$ cat src/rtl/icache_pkg.sv
// Shared icache definitions: requester source encoding and default widths,
// common to the response router and the request arbiter.
package icache_pkg;

  typedef enum logic [1:0] {
    SRC_NONE     = 2'b00,
    SRC_UPSTREAM = 2'b01,
    SRC_SNOOP    = 2'b10,
    SRC_PREFETCH = 2'b11
  } icache_src_e;

  localparam int ICACHE_REQ_OPCODE_WIDTH_DEF   = 7;
  localparam int ICACHE_TAGREQ_TXNID_WIDTH_DEF = 4;
  localparam int ICACHE_RSP_DATA_WIDTH_DEF     = 64;
  localparam int RSP_FIFO_DEPTH_DEF            = 2;

endpackage

$ cat src/rtl/icache_rsp_fifo.sv
// Small valid/ready FIFO with registered storage. Full is derived from the
// registered count only, so a pop never frees a slot for a same-cycle push.
module icache_rsp_fifo #(
  parameter int WIDTH = 8,
  parameter int DEPTH = 2
) (
  input  logic             clk,
  input  logic             reset,
  input  logic             push_vld_i,
  output logic             push_rdy_o,
  input  logic [WIDTH-1:0] push_data_i,
  output logic             pop_vld_o,
  input  logic             pop_rdy_i,
  output logic [WIDTH-1:0] pop_data_o
);

  localparam int PW = $clog2(DEPTH);
  localparam int CW = PW + 1;
  localparam logic [CW-1:0] FULL_CNT = CW'(DEPTH);

  logic [WIDTH-1:0] mem_q [DEPTH];
  logic [PW-1:0]    wr_ptr_q, wr_ptr_d;
  logic [PW-1:0]    rd_ptr_q, rd_ptr_d;
  logic [CW-1:0]    count_q, count_d;
  logic             push, pop;

  assign push_rdy_o = (count_q != FULL_CNT);
  assign pop_vld_o  = (count_q != '0);
  assign push       = push_vld_i && push_rdy_o;
  assign pop        = pop_vld_o && pop_rdy_i;
  assign pop_data_o = mem_q[rd_ptr_q];

  // Pointers wrap naturally because DEPTH is a power of two.
  always_comb begin
    wr_ptr_d = wr_ptr_q;
    rd_ptr_d = rd_ptr_q;
    count_d  = count_q;
    if (push) wr_ptr_d = wr_ptr_q + 1'b1;
    if (pop)  rd_ptr_d = rd_ptr_q + 1'b1;
    case ({push, pop})
      2'b10:   count_d = count_q + 1'b1;
      2'b01:   count_d = count_q - 1'b1;
      default: count_d = count_q;
    endcase
  end

  always_ff @(posedge clk or posedge reset) begin
    if (reset) begin
      wr_ptr_q <= '0;
      rd_ptr_q <= '0;
      count_q  <= '0;
    end else begin
      wr_ptr_q <= wr_ptr_d;
      rd_ptr_q <= rd_ptr_d;
      count_q  <= count_d;
    end
  end

  always_ff @(posedge clk) begin
    if (push) mem_q[wr_ptr_q] <= push_data_i;
  end

endmodule

$ cat src/rtl/icache_rsp_router.sv
// Routes tag-pipeline responses to the upstream, snoop and prefetch channels
// through independent per-destination queues; invalid-source beats are dropped.
module icache_rsp_router
  import icache_pkg::*;
#(
  parameter int ICACHE_REQ_OPCODE_WIDTH   = ICACHE_REQ_OPCODE_WIDTH_DEF,
  parameter int ICACHE_TAGREQ_TXNID_WIDTH = ICACHE_TAGREQ_TXNID_WIDTH_DEF,
  parameter int ICACHE_RSP_DATA_WIDTH     = ICACHE_RSP_DATA_WIDTH_DEF,
  parameter int RSP_FIFO_DEPTH            = RSP_FIFO_DEPTH_DEF
) (
  input  logic                                 clk,
  input  logic                                 reset,
  input  logic                                 tag_rsp_vld,
  output logic                                 tag_rsp_rdy,
  input  logic [1:0]                           tag_rsp_src,
  input  logic [ICACHE_REQ_OPCODE_WIDTH-1:0]   tag_rsp_opcode,
  input  logic [ICACHE_TAGREQ_TXNID_WIDTH-1:0] tag_rsp_txnid,
  input  logic [ICACHE_RSP_DATA_WIDTH-1:0]     tag_rsp_data,
  output logic                                 upstream_txrsp_vld,
  input  logic                                 upstream_txrsp_rdy,
  output logic [ICACHE_REQ_OPCODE_WIDTH-1:0]   upstream_txrsp_opcode,
  output logic [ICACHE_TAGREQ_TXNID_WIDTH-1:0] upstream_txrsp_txnid,
  output logic [ICACHE_RSP_DATA_WIDTH-1:0]     upstream_txrsp_data,
  output logic                                 downstream_txsnprsp_vld,
  input  logic                                 downstream_txsnprsp_rdy,
  output logic [ICACHE_REQ_OPCODE_WIDTH-1:0]   downstream_txsnprsp_opcode,
  output logic [ICACHE_TAGREQ_TXNID_WIDTH-1:0] downstream_txsnprsp_txnid,
  output logic                                 prefetch_rsp_vld,
  input  logic                                 prefetch_rsp_rdy,
  output logic [ICACHE_TAGREQ_TXNID_WIDTH-1:0] prefetch_rsp_txnid,
  output logic                                 rsp_src_err
);

  localparam int OPC = ICACHE_REQ_OPCODE_WIDTH;
  localparam int TXN = ICACHE_TAGREQ_TXNID_WIDTH;
  localparam int DAT = ICACHE_RSP_DATA_WIDTH;

  logic up_push, sn_push, pf_push;
  logic up_free, sn_free, pf_free;
  logic src_err_q, src_err_d;

  assign up_push = tag_rsp_vld && (tag_rsp_src == SRC_UPSTREAM);
  assign sn_push = tag_rsp_vld && (tag_rsp_src == SRC_SNOOP);
  assign pf_push = tag_rsp_vld && (tag_rsp_src == SRC_PREFETCH);

  always_comb begin
    tag_rsp_rdy = 1'b1;
    case (tag_rsp_src)
      SRC_UPSTREAM: tag_rsp_rdy = up_free;
      SRC_SNOOP:    tag_rsp_rdy = sn_free;
      SRC_PREFETCH: tag_rsp_rdy = pf_free;
      default:      tag_rsp_rdy = 1'b1;
    endcase
  end

  // An invalid-source beat is always accepted, so valid alone marks the drop.
  assign src_err_d   = tag_rsp_vld && (tag_rsp_src == SRC_NONE);
  assign rsp_src_err = src_err_q;

  always_ff @(posedge clk or posedge reset) begin
    if (reset) src_err_q <= 1'b0;
    else       src_err_q <= src_err_d;
  end

  icache_rsp_fifo #(.WIDTH(OPC + TXN + DAT), .DEPTH(RSP_FIFO_DEPTH)) u_up_fifo (
    .clk        (clk),
    .reset      (reset),
    .push_vld_i (up_push),
    .push_rdy_o (up_free),
    .push_data_i({tag_rsp_opcode, tag_rsp_txnid, tag_rsp_data}),
    .pop_vld_o  (upstream_txrsp_vld),
    .pop_rdy_i  (upstream_txrsp_rdy),
    .pop_data_o ({upstream_txrsp_opcode, upstream_txrsp_txnid, upstream_txrsp_data})
  );

  icache_rsp_fifo #(.WIDTH(OPC + TXN), .DEPTH(RSP_FIFO_DEPTH)) u_snp_fifo (
    .clk        (clk),
    .reset      (reset),
    .push_vld_i (sn_push),
    .push_rdy_o (sn_free),
    .push_data_i({tag_rsp_opcode, tag_rsp_txnid}),
    .pop_vld_o  (downstream_txsnprsp_vld),
    .pop_rdy_i  (downstream_txsnprsp_rdy),
    .pop_data_o ({downstream_txsnprsp_opcode, downstream_txsnprsp_txnid})
  );

  icache_rsp_fifo #(.WIDTH(TXN), .DEPTH(RSP_FIFO_DEPTH)) u_pf_fifo (
    .clk        (clk),
    .reset      (reset),
    .push_vld_i (pf_push),
    .push_rdy_o (pf_free),
    .push_data_i(tag_rsp_txnid),
    .pop_vld_o  (prefetch_rsp_vld),
    .pop_rdy_i  (prefetch_rsp_rdy),
    .pop_data_o (prefetch_rsp_txnid)
  );

endmodule

$ cat config.mk
export PLATFORM = sky130hd
export DESIGN_NAME = icache_rsp_router
export DESIGN_NICKNAME = d
export VERILOG_FILES = /design/src/rtl/icache_pkg.sv /design/src/rtl/icache_rsp_fifo.sv /design/src/rtl/icache_rsp_router.sv
export SDC_FILE = /design/constraint.sdc
export NUM_CORES = 1
export LEC_CHECK = 0
export ABC_AREA = 1
export CAP_MARGIN = 20
export CORE_MARGIN = 8
export CORE_UTILIZATION = 35
export DETAILED_ROUTE_END_ITERATION = 8
export REMOVE_ABC_BUFFERS = 1
export SLEW_MARGIN = 20
export SYNTH_ARGS = -nofsm -noshare
export SYNTH_HDL_FRONTEND = slang
export SYNTH_SLANG_ARGS = --single-unit
$ cat constraint.sdc
create_clock -name clk -period 10.03 [get_ports clk]
set_input_delay 2.5075 -clock clk [delete_from_list [all_inputs] [get_ports clk]]
set_output_delay 2.5075 -clock clk [all_outputs]
set_load 0.005 [all_outputs]
=== Word-level counts from Yosys, hierarchy flattened ===
Memory sizes are Yosys's and may differ from the RTL's.
Index checks and enable logic that the tools add are counted.
W data, S select, Z words.

* Equal/unequal tests: 12
* Multiplexer cells: 10
* Reductions and logical operators: 17
* $add $sub $neg: 12

{| class="wikitable"
|+ Operators with widths
! operator !! number
|-
| $pmux W2 S2 || 3
|-
| $reduce_bool A2 Y1 || 6
|-
| $eq A2 B2 Y1 const B || 5
|-
| $logic_and A1 B1 Y1 || 10
|-
| $eq A2 B1 Y1 const B || 4
|-
| $add A1 B1 Y1 const B || 6
|-
| $add A2 B1 Y2 const B || 3
|-
| $mux W1 || 6
|-
| $ne A2 B2 Y1 const B || 3
|-
| $sub A2 B1 Y2 const B || 3
|-
| $pmux W1 S3 || 1
|-
| $logic_not A2 Y1 || 1
|}

* Output and inout port bits: 95
* Input bits: 83
* RAM bits: 180
* Memories: 3
* Flip-flop bits (word level): 13

{| class="wikitable"
|+ Memory list
! name !! depth !! width !! rd ports !! clocked after memory_dff !! wr ports !! line !! RTL
|-
| u_up_fifo.mem_q || 2 || 75 || 1 || 0 || 1 || icache_rsp_fifo.sv:21 || <nowiki>logic [WIDTH-1:0] mem_q [DEPTH];</nowiki>
|-
| u_snp_fifo.mem_q || 2 || 11 || 1 || 0 || 1 || icache_rsp_fifo.sv:21 ||
|-
| u_pf_fifo.mem_q || 2 || 4 || 1 || 0 || 1 || icache_rsp_fifo.sv:21 ||
|}

=== Logic depth before layout (Yosys ltp) ===
Gate-level depths: netlist of the first run.

* Word-level depth: 5
* Depth in mapped cells: 10

=== By module ===
From an unflattened synthesis of the first run, not the netlist that was laid out.

* Cells, all modules: 576
* Area, all modules: 7527.2 µm²

{| class="wikitable"
|+ Modules (own cells, without submodules)
! module !! area an instance (µm²) !! cells an instance !! times used
|-
| icache_rsp_fifo at u_up_fifo || 5828.1 || 423 || 1
|-
| icache_rsp_fifo at u_snp_fifo || 1064.8 || 88 || 1
|-
| icache_rsp_fifo at u_pf_fifo || 551.8 || 52 || 1
|-
| icache_rsp_router || 82.6 || 13 || 1
|}

=== Least setup slack after synthesis of the first run ===
No wires, ideal clock.

* Kind: input port to flip-flop
* From: in tag_rsp_src[0]
* To: mem u_up_fifo.mem_q[1][0] in the netlist's numbering, enable pin
* Arrival time: 5.906 ns
* Slack: 3.615 ns
* Setup time: 0.509 ns
* Stages: 4
* Data required time: 9.521 ns
* Cells stage by stage: inv_1 > nor2_1 > nand3_1 > nor2_1

* Longest elaborated chain between the ends: 5

{| class="wikitable"
|+ Ends and longest elaborated chain
! item !! line !! RTL
|-
| start, declared || icache_rsp_router.sv:15 || <nowiki>input logic [1:0] tag_rsp_src,</nowiki>
|-
| $eq A2 B1 Y1 || icache_rsp_router.sv:42 || <nowiki>assign up_push = tag_rsp_vld && (tag_rsp_src == SRC_UPSTREAM);</nowiki>
|-
| $logic_and A1 B1 Y1 || icache_rsp_router.sv:42 ||
|-
| $logic_and A1 B1 Y1 || icache_rsp_fifo.sv:29 || <nowiki>assign push = push_vld_i && push_rdy_o;</nowiki>
|-
| $mux W1 || icache_rsp_fifo.sv:60 || <nowiki>if (push) mem_q[wr_ptr_q] <= push_data_i;</nowiki>
|-
| $mux W1 (not written as such) || icache_rsp_fifo.sv:60 ||
|-
| end, declared || icache_rsp_fifo.sv:21 ||
|}

Every way passes these cells.

=== Worst setup path in the final report of the first run ===
* From: in tag_rsp_src[1]
* To: out tag_rsp_rdy

* Longest elaborated chain between the ends: 2
* Elaborated cells on any way between the ends: 4

{| class="wikitable"
|+ Ends and longest elaborated chain
! item !! line !! RTL
|-
| $eq A2 B2 Y1 / $eq A2 B1 Y1 (equally long branches) || icache_rsp_router.sv:48 || <nowiki>case (tag_rsp_src)</nowiki>
|-
| $pmux W1 S3 * || icache_rsp_router.sv:48 ||
|-
| end, declared || icache_rsp_router.sv:14 || <nowiki>output logic tag_rsp_rdy,</nowiki>
|}

Mark *: on every way between the ends. The rest lies on a longest branch, timed or not.

==> run summary, run 1 <==
min cycle time layout - 6540 ps
DR WL/cell - 15.9 um
Post-CTS Hold Fix Bufs - 0
Detail Route Antenna Nets - 0
area of the multi-input gates - 0.00134 mm^2
Initial Utilization - 35.2%
Final Instance Area - 0.00993 mm^2
reg2reg setup slack - 7770 ps
Final Skew - 9.70 ps
Hold Crit Depth - 2
Worst Hold Class - flop to flop
largest family of logic cells by synthesized area - simple AND/OR/NAND/NOR gates
DP Area - 0.00935 mm^2
# setup viols final - 0
highest metal used - met4
Post-CTS Setup Inserts - 0
I/O Pins - 178
layout cells sized above 1 - 5.43%
Max Slew Vio Count - 0
IO buf count - 177
Core ar. - 0.0208 mm^2
synthesized-area fraction occupied by adder cells - 0.514%
cell repeated most along the worst path - nand2_1
Synth Area in Simple Gates - 17.3%
Die Wd - 160 um
RSZ-0062 raised after global routing - false
slowest stage delay, CP - 530 ps
startpoint types - primary input
worst reg2reg path depth - 5
# DRC - 0
Starting DRT DRC Count - 205
synth warn - 0
smallest setup slack after layout - 3490 ps
post-synthesis compound-gate area fraction - 0.0685%
Metal-1 WL - 7020 um
CP required - 7520 ps
Final Non-Filler Cells - 1,048
Die Ht - 160 um
dpl cells - 1,015
Slew @ Worst Pin - 868 ps
drt first pass iters - 5
Yosys reg bits - 193
area grow syn2layout - 35.9%
outcome - finished clean
critical path type - primary input to output pin
Worst Path Max Fanout - 4
Critical Path Sink Type - output pin
Cells after Synth - 577
Layout fillers - 1,828
WP data arrival - 4030 ps
commonest non-fill, non-tap cell in the layout - nand2_1
final wirelength - 16,700 um
Setup WS pre-CTS - 3480 ps
largest net degree at the start of global routing - 77
Hold Fails Final Rpt - 0
TritonCTS clock tree - built
post-synthesis mux area share - 0%
CTS sink count - 193
Worst-Skew Late Latency - 420 ps
reg2reg end - u_up_fifo.mem_q[0][74]$_DFFE_PP_
DIE AREA - 0.0257 mm^2
register clock-pin slew on the reported worst setup and hold paths - 70 ps
VDD IR-drop max - 0.181 mV
Max-Cap Viols - 0
Tot GR Track Use - 13.1%
max_slew headroom - 42.1%
P_leak - 3.90 nW
post-synthesis xor/xnor area fraction - 0.360%
Avg Cell Area, Syn - 12.7 um^2
hold_ws - 474 ps
clk root buf - clkbuf_16
Num CTS Buffers - 17
part of the Yosys area used for sequential elements - 78.5%
register area - 0.00573 mm^2
number of global-route vias before repair - 4,910
Yosys cell types - 15
Worst Hold End - u_up_fifo.wr_ptr_q$_DFFE_PP0N_
clk buf depth - 2
Final GP Congestion - 0.778
first-pass GRT wire length - 26,500 um
met2 routed WL - 8430 um
commonest non-fill, non-tap cells in the layout - 311 x nand2_1, 180 x edfxtp_1, 177 x clkdlybuf4s50_1, 27 x inv_1, 17 x clkbuf_16
Final Cycle Share - 65.2%
Post-CTS Resized - 0
via count - 4,627
post-route setup TNS - 0 ps
Rows - 53
vias per cell - 4.42
Ant. Diodes - 0
Max Freq - 0.153 GHz
number of antenna violations at the first check in global routing - 0
WL met3 - 1100 um
post-synthesis cell area - 0.00730 mm^2
Remaining Overflow, GRT - 0
Worst Hold Launch - u_up_fifo.wr_ptr_q$_DFFE_PP0N_
CTS H-tree depth - 4
worst path cell trace - clkdlybuf4s50_1 > inv_1 > nor2_1 > nand2_1 > nand2_1 > inv_1 > nand2_1 > clkdlybuf4s50_1
Layout Nets - 846
DP HPWL - 11,000 um
R2R Path Start - u_up_fifo.count_q[0]$_DFFE_PP0P_
pwr/cell area - 245 mW/mm^2
highest-delay cell along the critical path - clkdlybuf4s50_1
[synth_stat cells, drive strengths merged]
cell / count / area [um^2]
xnor2: 3 / 26.3
buf: 19 / 135
nor3b: 1 / 7.51
o21ai: 1 / 5.00
edfxtp: 180 / 5410
inv: 29 / 109
nor2: 5 / 18.8
dfrtp: 13 / 325
ha: 3 / 37.5
nand2: 311 / 1170
nand4: 6 / 37.5
nand3: 6 / 30.0
[power by group]
part	switching [mW]	total (mW)	internal, mW
logic	0.396	0.783	0.386
registers	0.0364	0.995	0.959
clock network	0.307	0.657	0.350
total	0.740	2.44	1.70
[through the flow]
stage / util (%) / total power [mW]
after global placement: 44.9 / 1.80
final: 47.8 / 2.44
after global routing: 47.8 / 2.59
after CTS: 47.8 / 2.48
after detailed placement: 45.0 / 1.81
after floorplan: - / 1.33
[state kept, by name (all words and copies together), names as in the netlist, 2 cells and up]
name	flops
u_up_fifo.count_q	2
u_up_fifo.mem_q	150
u_pf_fifo.mem_q	8
u_pf_fifo.count_q	2
u_snp_fifo.count_q	2
u_snp_fifo.mem_q	22
[layout make-up]
class	count	area share, %
Multi-Input combinational cell	336	13.5
Tap cell	275	3.47
Clock inverter	15	1.51
Timing Repair Buffer	183	18.4
Clock buffer	17	4.28
Inverter	29	1.11
Sequential cell	193	57.7
[metal layers]
metal  vias to the layer above  global-route usage (%)
met5                         -                       0
met4                         0                    3.78
met3                        15                    4.63
met2                       139                    22.4
met1                      2194                    15.2
li1                       2279                       -
[worst max path at each step]
stage,start,to,slack [ps],cells past startpoint
final,tag_rsp_src[1],tag_rsp_rdy,3490,8
after global routing,tag_rsp_src[1],tag_rsp_rdy,3380,8
after CTS,tag_rsp_src[1],tag_rsp_rdy,3480,8
after detailed placement,tag_rsp_src[1],tag_rsp_rdy,3480,8
after global placement,tag_rsp_src[1],tag_rsp_rdy,3570,8
after floorplan,tag_rsp_src[0],u_up_fifo.mem_q[1][0]$_DFFE_PP_,3620,4
[cells by family after synthesis]
logic type,after synthesis
XOR/XNOR,3
adder cells (fa/ha/maj),3
AND/OR/NAND/NOR,329
flip-flops,193
AO/OA/AOI/OAI,1
buffers and inverters,48
[worst max-delay path: cells and delay by family]
kind	cells	cell delay, ps
buf+inv	4	1150
simple gates	4	360
No activity file was read; power rests on OpenSTA's default activity.
==> run 2, diff against run 1 <==
- clock period: 10.03 -> 6.35 ns (I/O delays scaled with it)
==> run 2 against run 1 <==
  * Clock power grew 74%
  * Wire length rose by 0.22%
  * Sequential power rose by 58%
  * Register-to-register slack lost 3800 ps
  * Largest cell class unchanged
  * Highest routed layer unchanged
==> run summary, run 2 (same netlist as run 1, synthesis figures left out) <==
TritonCTS clock tree - built
Post-CTS Hold Fix Bufs - 0 (unchanged)
R2R Path Start - u_up_fifo.count_q[0]$_DFFE_PP0P_
register clock-pin slew on the reported worst setup and hold paths - 70 ps (about the same)
# DRC - 0 (unchanged)
post-route setup TNS - 0 ps (unchanged)
area grow syn2layout - 36.4%
Post-CTS Setup Inserts - 0 (unchanged)
CTS sink count - 193 (unchanged)
first-pass GRT wire length - 26,800 um (+1.3%)
Max-Cap Viols - 0 (unchanged)
Initial Utilization - 35.2% (unchanged)
final wirelength - 16,700 um (+0.22%)
Worst-Skew Late Latency - 430 ps (about the same)
Starting DRT DRC Count - 241 (+18%)
Final GP Congestion - 0.783 (+0.55%)
Layout Nets - 845 (-0.12%)
reg2reg end - u_up_fifo.mem_q[0][7]$_DFFE_PP_
Detail Route Antenna Nets - 0 (unchanged)
Num CTS Buffers - 17 (unchanged)
# setup viols final - 0 (unchanged)
Top Registers - u_up_fifo.mem_q: 150 flops, u_snp_fifo.mem_q: 22 flops, u_pf_fifo.mem_q: 8 flops
min cycle time layout - 4610 ps
clk buf depth - 2 (unchanged)
pwr/cell area - 396 mW/mm^2 (+62%)
Worst Path Max Fanout - 4 (unchanged)
P_leak - 3.93 nW (+0.79%)
Hold Fails Final Rpt - 0 (unchanged)
Max Freq - 0.217 GHz
commonest non-fill, non-tap cells in the layout - 311 x nand2_1, 180 x edfxtp_1, 177 x clkdlybuf4s50_1, 27 x inv_1, 17 x clkbuf_16
Layout fillers - 1,828 (unchanged)
CTS H-tree depth - 4 (unchanged)
number of global-route vias before repair - 4,929 (+0.39%)
number of antenna violations at the first check in global routing - 0 (unchanged)
max_slew headroom - 31.2% (-11 points)
reg2reg setup slack - 3950 ps (-3820 ps)
Worst Hold End - u_up_fifo.wr_ptr_q$_DFFE_PP0N_
Die Wd - 160 um (unchanged)
I/O Pins - 178 (unchanged)
worst reg2reg path depth - 5 (unchanged)
Biggest register - u_up_fifo.mem_q
Ant. Diodes - 0 (unchanged)
Core ar. - 0.0208 mm^2 (unchanged)
Remaining Overflow, GRT - 0 (unchanged)
cell internal pwr - 2.79 mW (+65%)
layout cells sized above 1 - 5.05% (-0.38 points)
drt first pass iters - 4 (-1)
Final Skew - 13.4 ps (+3.69 ps)
max reg flops - 150 (unchanged)
DP HPWL - 11,100 um (+0.84%)
Reg power frac - 39.8% (-1.1 points)
via count - 4,675 (+1.0%)
Sw Ratio - 29.3% (-1.0 points)
Tot GR Track Use - 13.4% (+0.27 points)
Final Cycle Share - 72.6%
Clock power frac - 28.8% (+1.8 points)
Max Slew Vio Count - 0 (unchanged)
RSZ-0062 raised after global routing - false
clk root buf - clkbuf_16
Post-CTS Resized - 0 (unchanged)
Slew @ Worst Pin - 1030 ps (+160 ps)
Worst Hold Class - flop to flop
DIE AREA - 0.0257 mm^2 (unchanged)
outcome - finished clean
startpoint types - primary input
VDD IR-drop max - 0.194 mV (+6.9%)
WP data arrival - 3020 ps (-1010 ps)
Hold Crit Depth - 2 (unchanged)
CP required - 4760 ps (-2760 ps)
critical path type - primary input to output pin
fin util - 48.0% (+0.16 points)
combinational fraction of design power - 31.4% (-0.7 points)
Worst Hold Launch - u_up_fifo.wr_ptr_q$_DFFE_PP0N_
Rows - 53 (unchanged)
commonest non-fill, non-tap cell in the layout - nand2_1
Critical Path Sink Type - output pin
Die Ht - 160 um (unchanged)
reported net switching power - 1.16 mW (+57%)
largest net degree at the start of global routing - 77 (unchanged)
DR WL/cell - 16.0 um (+0.31%)
IO buf count - 177 (unchanged)
vias per cell - 4.47 (+1.1%)
==> run 2: worst max path at each step <==
stage	startpoint	end
after floorplan	tag_rsp_src[0]	u_up_fifo.mem_q[1][0]$_DFFE_PP_
after global routing	tag_rsp_src[1]	tag_rsp_rdy
after detailed placement	tag_rsp_src[1]	tag_rsp_rdy
after CTS	tag_rsp_src[1]	tag_rsp_rdy
after global placement	tag_rsp_src[1]	tag_rsp_rdy
final	tag_rsp_src[1]	tag_rsp_rdy
==> run 2: power groups by stage <==
stage	Sequential [mW]	Combinational [mW]	Clock (mW)
2_1_floorplan	1.63	0.469	0
3_3_place_gp	1.59	1.25	0
3_5_place_dp	1.60	1.27	0
4_1_cts	1.57	1.28	1.16
5_1_grt	1.58	1.39	1.21
6_report	1.57	1.24	1.14
==> run 2: layer usage <==
metal	GRT usage [%]	part of all wire [%]	wire length [um]	vias up
met3	4.48	6.0	1010	16
met4	4.29	1.1	187	0
met5	0	0	0	-
li1	-	-	-	2269
met2	22.9	51	8570	131
met1	15.5	42	6970	2259
==> run 2: final cells by class <==
| type | instances | area [um^2] | share of cell area [%] |
|---|---|---|---|
| Inverter | 29 | 110 | 1.11 |
| Sequential cell | 193 | 5730 | 57.5 |
| Clock buffer | 17 | 425 | 4.27 |
| Timing Repair Buffer | 182 | 1810 | 18.2 |
| Clock inverter | 15 | 203 | 2.03 |
| Multi-Input combinational cell | 336 | 1340 | 13.4 |
| Tap cell | 275 | 344 | 3.45 |
==> run 2: worst max-delay path, cell delays in order <==
cell and delay [ps]:
clkdlybuf4s50_1 520, inv_1 60, nor2_1 150, nand2_1 70, nand2_1 60, inv_1 30
nand2_1 40, clkdlybuf4s50_1 490
==> run 2: metrics by stage <==
step / cells / power, mW / cell area (um^2) / setup WS (ps) / hold slack [ps]
2_1_floorplan: 558 / 2.10 / 7170 / 855 / 442
3_3_place_gp: 1015 / 2.85 / 9330 / 1730 / 454
3_5_place_dp: 1015 / 2.87 / 9330 / 1740 / 459
4_1_cts: 1047 / 4.02 / 9960 / 1730 / 476
5_1_grt: 1047 / 4.19 / 9960 / 1600 / 503
6_report: 1047 / 3.95 / 9960 / 1740 / 471
